[config.mk]
export PLATFORM = sky130hd
export DESIGN_NAME = pipe_perf_monitor
export DESIGN_NICKNAME = d
export VERILOG_FILES = /design/src/rtl/pipe_perf_monitor.sv
export SDC_FILE = /design/constraint.sdc
export NUM_CORES = 1
export LEC_CHECK = 0
export CAP_MARGIN = 20
export CORE_MARGIN = 2
export CORE_UTILIZATION = 50
export DETAILED_ROUTE_END_ITERATION = 10
export GPL_TIMING_DRIVEN = 0
export PLACE_DENSITY_LB_ADDON = 0.1
export RECOVER_POWER = 100
export SLEW_MARGIN = 40
export SYNTH_ARGS = -nofsm -noshare
export SYNTH_HDL_FRONTEND = slang
export SYNTH_SLANG_ARGS = --single-unit
[constraint.sdc]
create_clock -name clk_i -period 5.39 [get_ports clk_i]
set_clock_uncertainty 0.1 [all_clocks]
set_input_delay 0.8085 -clock clk_i [delete_from_list [all_inputs] [get_ports clk_i]]
set_output_delay 0.8085 -clock clk_i [all_outputs]
set_load 0.01 [all_outputs]
[src/rtl/pipe_perf_monitor.sv]
// pipe_perf_monitor: pipeline event counters for the 5-stage core.
// Counts cycles, stalls, flushes and retirements while in RUN, freezes at a
// cycle limit, and exposes an atomically captured shadow copy of the counters.
// Optional build macro: PERF_WRAP_EN (counters wrap and raise sticky ovf_o
// bits; otherwise counters saturate and ovf_o is tied low).
module pipe_perf_monitor #(
    parameter int CNT_W       = 32,
    parameter int CYCLE_LIMIT = 30   // 0 = unlimited
) (
    input  logic             clk_i,
    input  logic             rst_i,     // asynchronous, active-low
    input  logic             start_i,
    input  logic             stall_i,
    input  logic             jump_i,
    input  logic             branch_i,
    input  logic             br_eq_i,
    input  logic             retire_i,
    input  logic             clear_i,
    input  logic             snap_i,
    input  logic [1:0]       sel_i,
    output logic [CNT_W-1:0] rd_data_o,
    output logic             running_o,
    output logic             done_o,
    output logic [3:0]       ovf_o
);

    typedef enum logic [1:0] {
        ST_IDLE   = 2'd0,
        ST_RUN    = 2'd1,
        ST_FROZEN = 2'd2
    } state_t;

    // Counter slot order matches sel_i and the ovf_o bit order.
    localparam int IDX_CYCLE  = 0;
    localparam int IDX_STALL  = 1;
    localparam int IDX_FLUSH  = 2;
    localparam int IDX_RETIRE = 3;

    // Comparison width large enough for both the counter and the limit.
    localparam int LIM_W = (CNT_W > 32) ? CNT_W : 32;

    state_t                r_state;
    state_t                w_state_nxt;
    logic [3:0][CNT_W-1:0] r_live;
    logic [3:0][CNT_W-1:0] r_shadow;
    logic [3:0][CNT_W-1:0] w_live_nxt;
    logic [3:0]            w_evt;
    logic [3:0]            w_wrap;
    logic                  w_count_en;
    logic                  w_limit_hit;
    logic [LIM_W-1:0]      w_cyc_ext;

    // Counting happens only on RUN edges; a clear on the same edge wins.
    assign w_count_en = (r_state == ST_RUN) && !clear_i;

    // Per-counter event strobes; a stall alongside a jump/branch is not a stall.
    always_comb begin
        w_evt = 4'b0000;
        if (w_count_en) begin
            w_evt[IDX_CYCLE]  = 1'b1;
            w_evt[IDX_STALL]  = stall_i & ~jump_i & ~branch_i;
            w_evt[IDX_FLUSH]  = jump_i | (branch_i & br_eq_i);
            w_evt[IDX_RETIRE] = retire_i;
        end
    end

    // Next counter values: wrap or saturate at all-ones depending on build.
    always_comb begin
        // NOTE: every always_comb output gets a default first so no path leaves it unassigned (no latch).
        w_live_nxt = r_live;
        w_wrap     = 4'b0000;
        for (int i = 0; i < 4; i++) begin
`ifdef PERF_WRAP_EN
            if (w_evt[i]) begin
                w_live_nxt[i] = r_live[i] + CNT_W'(1);
                w_wrap[i]     = &r_live[i];
            end
`else
            if (w_evt[i] && !(&r_live[i])) begin
                w_live_nxt[i] = r_live[i] + CNT_W'(1);
            end
`endif
        end
    end

    // Limit is reached on the edge whose increment makes cycle equal CYCLE_LIMIT.
    assign w_cyc_ext   = LIM_W'(w_live_nxt[IDX_CYCLE]);
    assign w_limit_hit = (CYCLE_LIMIT != 0) && w_evt[IDX_CYCLE] &&
                         (w_cyc_ext == LIM_W'(CYCLE_LIMIT));

    // Next-state logic: clear dominates, FROZEN is left only through clear.
    always_comb begin
        w_state_nxt = r_state;
        if (clear_i) begin
            w_state_nxt = ST_IDLE;
        end else begin
            case (r_state)
                ST_IDLE:   if (start_i) w_state_nxt = ST_RUN;
                ST_RUN: begin
                    if (w_limit_hit)   w_state_nxt = ST_FROZEN;
                    else if (!start_i) w_state_nxt = ST_IDLE;
                end
                ST_FROZEN: w_state_nxt = ST_FROZEN;
                default:   w_state_nxt = ST_IDLE;
            endcase
        end
    end

    // State register.
    always_ff @(posedge clk_i or negedge rst_i) begin
        // NOTE: sequential state uses non-blocking assignments so all registers update from pre-edge values.
        if (!rst_i) r_state <= ST_IDLE;
        else        r_state <= w_state_nxt;
    end

    // Live counters: cleared by clear_i, otherwise take the computed next value.
    always_ff @(posedge clk_i or negedge rst_i) begin
        if (!rst_i)       r_live <= '0;
        else if (clear_i) r_live <= '0;
        else              r_live <= w_live_nxt;
    end

    // Shadow set captures pre-increment, pre-clear live values on snap_i.
    always_ff @(posedge clk_i or negedge rst_i) begin
        // NOTE: the shadow set is flops, not a RAM, so it is reset like any other register.
        if (!rst_i)      r_shadow <= '0;
        else if (snap_i) r_shadow <= r_live;
    end

`ifdef PERF_WRAP_EN
    logic [3:0] r_ovf;

    // Sticky overflow flags, set on a wrap edge and dropped only by clear/reset.
    always_ff @(posedge clk_i or negedge rst_i) begin
        if (!rst_i)       r_ovf <= 4'b0000;
        else if (clear_i) r_ovf <= 4'b0000;
        else              r_ovf <= r_ovf | w_wrap;
    end

    assign ovf_o = r_ovf;
`else
    logic w_unused_wrap;
    assign w_unused_wrap = |w_wrap;
    assign ovf_o         = 4'b0000;
`endif

    assign rd_data_o = r_shadow[sel_i];
    assign running_o = (r_state == ST_RUN);
    assign done_o    = (r_state == ST_FROZEN);

endmodule

==> results.md, run 1 <==
- Routed vias/inst: 5.72
- Largest net degree at the start of global routing: 70
- Clk slew on worst S/H paths: 60 ps
- Synth top area cells: dfrtp_1 50%, mux2_2 11%, mux4_2 5.6%
- Post_cts resized: 0
- Most frequent cell after synthesis: dfrtp_1
- Asr flop ratio synth: 100%
- DRC violation total after the first TritonRoute iteration: 656
- CP Launch Type: flip-flop
- Ant diodes: 0
- Delay of the slowest cell on the worst path: 1210 ps
- Peak Freq: 224 MHz
- Minimum clock period: 4460 ps
- Worst path slowest cell: nor3b_1
- Yosys Warn Count: 0
- Post-synth top area share: 50.3%
- Worst ir drop on vdd: 0.247 mV
- Final Wtd Congestion: 0.864
- Unrepaired setup endpoints after global routing: no
- CP Buf/Inv Count: 0
- #FFs+latches synth: 258
- Final hold viol count: 0
- Initial Utilization: 51.0%
- Antenna-violating nets left: 0
- DIE HEIGHT: 164 um
- Via count: 8798
- CTS tree: yes
- Worst endpoint required time: 5710 ps
- DRC: 0
- Relative slew slack: -29.5%
- Pre-Repair DR Iteration Count: 6
- Failing checks: capacitance limit, slew limit
- Number of global-route vias before repair: 8704
- First-pass GRT wire length: 50.4 mm
- Post-synthesis cell type count: 79
- Synth Flop Type: dfrtp_1
- Setup Fix Bufs, Post-CTS: 0
- Core area: 25200 um^2
- Power Total: 0.00412 W
- Final period util: 82.7%
- P&R area growth vs syn: 13.6%
- Commonest cells post-synth: 258 x dfrtp_1, 135 x nor2_1, 130 x mux2_2, 52 x xor2_1
- Worst-Margin Slew: 1940 ps
- Setup TNS: 0 ps
- Hpwl dp: 23.1 mm
- Number of flops mapped to enable cells by yosys: 0
- Critical-path cell list: nor3b_1 > o21ai_0 > or4_1 > o211ai_1 > nand4b_1 > or3_1 > o41ai_1
- Leak: 6.58 nW
- Initial antenna violation count: 0
- Yosys top cell by area: dfrtp_1
- Run status: complete, but fails checks
- Worst setup EP type: flip-flop
- Clock Latency Late Sink: 550 ps
- Fraction of layout instances using a drive strength above 1: 20.4%
- WL/cell: 20.6 um
- Post-detailed-routing wire length: 31.6 mm
- Power Density: 283 nW/um^2
- Top delay family on crit path: simple AND/OR/NAND/NOR gates
- Worst reg-to-reg setup slack: 930 ps
- Seq/Total Area, Yosys: 50.3%
- MaxCap Viol Count: 4
- Nets@finish: 1201
- GR Util All Layers: 24.5%
- Final Max Slew Viols: 113
- PortBufs: 42
- Syn Area/Cell: 11.6 um^2
- Clk buf depth: 3
- Site Rows: 58
- Mapped Cells: 1105
- Total grt overflow: 0
- TritonCTS buffer count: 29
- Total clock sinks: 258
- CP Data Arrival Time: 4780 ps
- Final Setup Violations: 0
- Die width: 164 um
- Fillers: 2125
- Cell area after synthesis: 12800 um^2
- Worst hold path class: reg2reg
- Worst-path maximum fanout: 9
- Hold Buf Count CTS: 0
- Num ports: 50
- Die area: 27000 um^2
- Htree depth: 1
- Root buf cell: clkbuf_16
- Kind of critical path: reg2reg
==> layer usage <==
metal | track usage [%] | share of wire, % | vias to the layer above
met4 | 5.30 | 2.0 | 0
met2 | 39.5 | 47 | 180
met1 | 35.4 | 47 | 4450
met5 | 0 | 0 | -
li1 | - | - | 4124
met3 | 3.41 | 4.1 | 44
==> power breakdown <==
| group | switching, W | internal, W | total [W] |
|---|---|---|---|
| Sequential | 0.00000439 | 0.00194 | 0.00195 |
| Clock | 0.000809 | 0.00121 | 0.00202 |
| Combinational | 0.000110 | 0.0000495 | 0.000159 |
==> layout by cell type (no fill, tap or decap), types with 8 or more instances in the layout <==
master | Yosys | final
mux2_2 | 130 | 130
and3_1 | 28 | 28
clkbuf_1 | 33 | 45
nand2_1 | 51 | 52
and4_1 | 20 | 22
nand4_1 | 39 | 41
clkdlybuf4s50_1 | 0 | 9
o21ai_0 | 16 | 17
clkbuf_8 | 0 | 9
xor2_1 | 52 | 52
nor3_1 | 19 | 21
nor4_1 | 11 | 14
dlygate4sd3_1 | 0 | 32
buf_2 | 9 | 8
nand3_1 | 51 | 51
dfrtp_1 | 258 | 258
xnor2_1 | 51 | 51
inv_1 | 14 | 14
nor2_1 | 135 | 137
a21oi_1 | 19 | 20
mux4_2 | 32 | 32
or3_1 | 19 | 19
clkbuf_16 | 0 | 29
==> worst paths after layout <==
kind                                    from  cells past startpoint            end
worst max-delay path              r_state[1]                      7     r_state[1]
worst min-delay path            r_shadow[88]                      1   r_shadow[88]
worst max register to register    r_state[1]                      7     r_state[1]
worst min register to register  r_shadow[88]                      1   r_shadow[88]
max in group asynchronous              rst_i                      3  r_shadow[121]
min in group asynchronous              rst_i                      1      r_live[2]
==> metrics by stage <==
step | cells | instance area, um^2 | hold WS (ps) | utilization [%] | setup slack, ps
detailed placement | 1484 | 13800 | 391 | 54.8 | 1540
CTS | 1538 | 14800 | 11.7 | 58.8 | 1530
global placement | 1480 | 13700 | 386 | 54.3 | -7870
global route | 1538 | 14600 | 416 | 57.9 | 788
floorplan | 1108 | 12900 | 375 | - | 2310
finish | 1538 | 14600 | 400 | 57.9 | 933
==> state kept, by name, summed over array words and instances (netlist names) <==
register / count
r_shadow: 128
r_state: 2
r_live: 128
==> worst reg2reg max path, cell delays in order (launching register included) <==
cell,delay (ps)
dfrtp_1,430
nor3b_1,1210
o21ai_0,880
or4_1,690
o211ai_1,200
nand4b_1,130
or3_1,330
o41ai_1,370
==> cell families (layout without fill, tap and decap cells) <==
logic type	count (synthesis)	count (layout)	synth area share (%)
and+or+nand+nor	433	433	18.5
DFF	258	258	50.3
muxes	166	166	17.3
xor gates and xnor gates	104	104	7.15
buffers and inverters	75	175	2.71
AOI/OAI and AO/OA	64	64	3.60
adders and majority gates	4	4	0.390
other	1	4	0.0292
==> layout make-up <==
class	count	area (um^2)	area share, %
Tap cell	330	413	2.83
Clock inverter	13	128	0.875
Timing Repair Buffer	46	479	3.29
Multi-Input combinational cell	775	5920	40.6
Sequential cell	258	6460	44.3
Clock buffer	41	861	5.90
Buffer	61	280	1.92
Inverter	14	52.6	0.360
Power figures use the tool's default switching activity.
==> run 2, diff against run 1 <==
==> constraint.sdc (replaced) <==
create_clock -name clk_i -period 4 [get_ports clk_i]
set_clock_uncertainty 0.1 [all_clocks]
set_input_delay 0.6 -clock clk_i [delete_from_list [all_inputs] [get_ports clk_i]]
set_output_delay 0.6 -clock clk_i [all_outputs]
set_load 0.01 [all_outputs]
==> results.md, run 2 (synthesized netlist as in run 1, its figures left out) <==
- Run status: complete, but fails checks
- Failing checks: capacitance limit, slew limit
- Initial antenna violation count: 0
- DRC violation total after the first TritonRoute iteration: 612
- Post_cts resized: 0
- Worst r2r src: r_live[0]
- Hpwl dp: 23.1 mm
- Power Total: 0.00555 W
- Min Hold Slack: 276 ps
- Worst ir drop on vdd: 0.331 mV
- Post-detailed-routing wire length: 31.6 mm
- Htree depth: 1
- Hold Buf Count CTS: 1
- Nets@finish: 1202
- Die area: 27000 um^2
- Top flop regs: r_live: 128 flops, r_shadow: 128 flops, r_state: 2 flops
- P&R area growth vs syn: 14.5%
- Worst reg-to-reg setup slack: 520 ps
- Leak: 6.63 nW
- Final Setup Violations: 0
- CTS tree: yes
- Die width: 164 um
- Clk slew on worst S/H paths: 60 ps
- Fillers: 2109
- Worst-Margin Slew: 1940 ps
- Site Rows: 58
- DIE HEIGHT: 164 um
- Worst path slowest cell: dlygate4sd3_1
- CP Data Arrival Time: 2920 ps
- Delay of the slowest cell on the worst path: 720 ps
- Pre-Repair DR Iteration Count: 5
- Initial Utilization: 51.0%
- Hold path depth: 3
- MaxCap Viol Count: 1
- Top cell by count, worst path: dlygate4sd3_1
- Reg2reg end: r_state[1]
- Antenna-violating nets left: 0
- Relative slew slack: -29.2%
- Setup TNS: 0 ps
- Minimum clock period: 3620 ps
- Routed vias/inst: 5.72
- Worst hold path class: in2reg
- Unrepaired setup endpoints after global routing: no
- Final Max Slew Viols: 32
- R2R cell count: 8
- Final hold viol count: 0
- Clock Latency Late Sink: 550 ps
- Setup Fix Bufs, Post-CTS: 0
- Fraction of layout instances using a drive strength above 1: 20.9%
- DRC: 0
- Kind of critical path: in2out
- Critical-path cell list: dlygate4sd3_1 > clkbuf_1 > mux4_2 > dlygate4sd3_1
- TritonCTS buffer count: 29
- Hold EP: r_state[1]
- Clk buf depth: 3
- Total grt overflow: 0
- First-pass GRT wire length: 50.4 mm
- CP Launch Type: input port
- Power Density: 378 nW/um^2
- Total clock sinks: 258
- Most frequent cells in the layout: 258 x dfrtp_1, 137 x nor2_1, 130 x mux2_2
- Core area: 25200 um^2
- Hold wc startpoint: clear_i
- Worst endpoint required time: 3300 ps
- Worst setup EP type: output pin
- Num ports: 50
- Root buf cell: clkbuf_16
- PortBufs: 42
- GR Util All Layers: 24.5%
- Number of global-route vias before repair: 8716
- Final period util: 90.5%
- WL/cell: 20.5 um
- Final Wtd Congestion: 0.864
- Ant diodes: 0
- Worst-path maximum fanout: 10
- Peak Freq: 276 MHz
- Most common cell after layout, fill and taps aside: dfrtp_1
- Via count: 8807
- Largest net degree at the start of global routing: 70
run 2: metal layers:
metal	up-vias	part of all wire (%)	global-route usage (%)
met1	4445	47	35.4
met4	0	1.8	5.30
met2	189	47	39.5
li1	4133	-	-
met5	-	0	0
met3	40	4.0	3.41
run 2: worst max path at each step:
stage | slack [ps] | startpoint | cells past startpoint | endpoint
final | 380 | sel_i[1] | 4 | rd_data_o[13]
after global routing | 290 | r_live[0] | 8 | r_state[1]
after CTS | 550 | r_live[0] | 8 | r_state[1]
after detailed placement | 540 | clear_i | 8 | r_live[51]
after global placement | -9050 | rst_i | 1 | r_live[119]
after floorplan | 1140 | clear_i | 9 | r_state[1]
run 2: power breakdown:
group | total [W] | internal [W] | switching (W)
sequential | 0.00262 | 0.00262 | 0.00000594
clock | 0.00271 | 0.00163 | 0.00108
combinational | 0.000222 | 0.0000728 | 0.000150
total | 0.00555 | 0.00431 | 0.00124
run 2: final cells by class:
class | count | area (um^2) | area share, %
Sequential cell | 258 | 6460 | 43.9
Multi-Input combinational cell | 775 | 5980 | 40.7
Clock buffer | 41 | 861 | 5.86
Timing Repair Buffer | 47 | 534 | 3.63
Tap cell | 330 | 413 | 2.81
Buffer | 61 | 280 | 1.91
Clock inverter | 13 | 128 | 0.868
Inverter | 14 | 52.6 | 0.357
run 2: through the flow:
stage / std cells / cell area, um^2 / setup WS [ps] / utilization (%)
2_1_floorplan: 1108 / 12900 / 1140 / -
3_3_place_gp: 1480 / 13700 / -9050 / 54.3
3_5_place_dp: 1484 / 13800 / 540 / 54.8
4_1_cts: 1539 / 14800 / 553 / 58.8
5_1_grt: 1539 / 14700 / 288 / 58.4
6_report: 1539 / 14700 / 378 / 58.4
run 2: worst max-delay path: cells and delay by family:
kind,cells,cell delay (ps)
buffers and inverters,3,1860
multiplexers,1,450
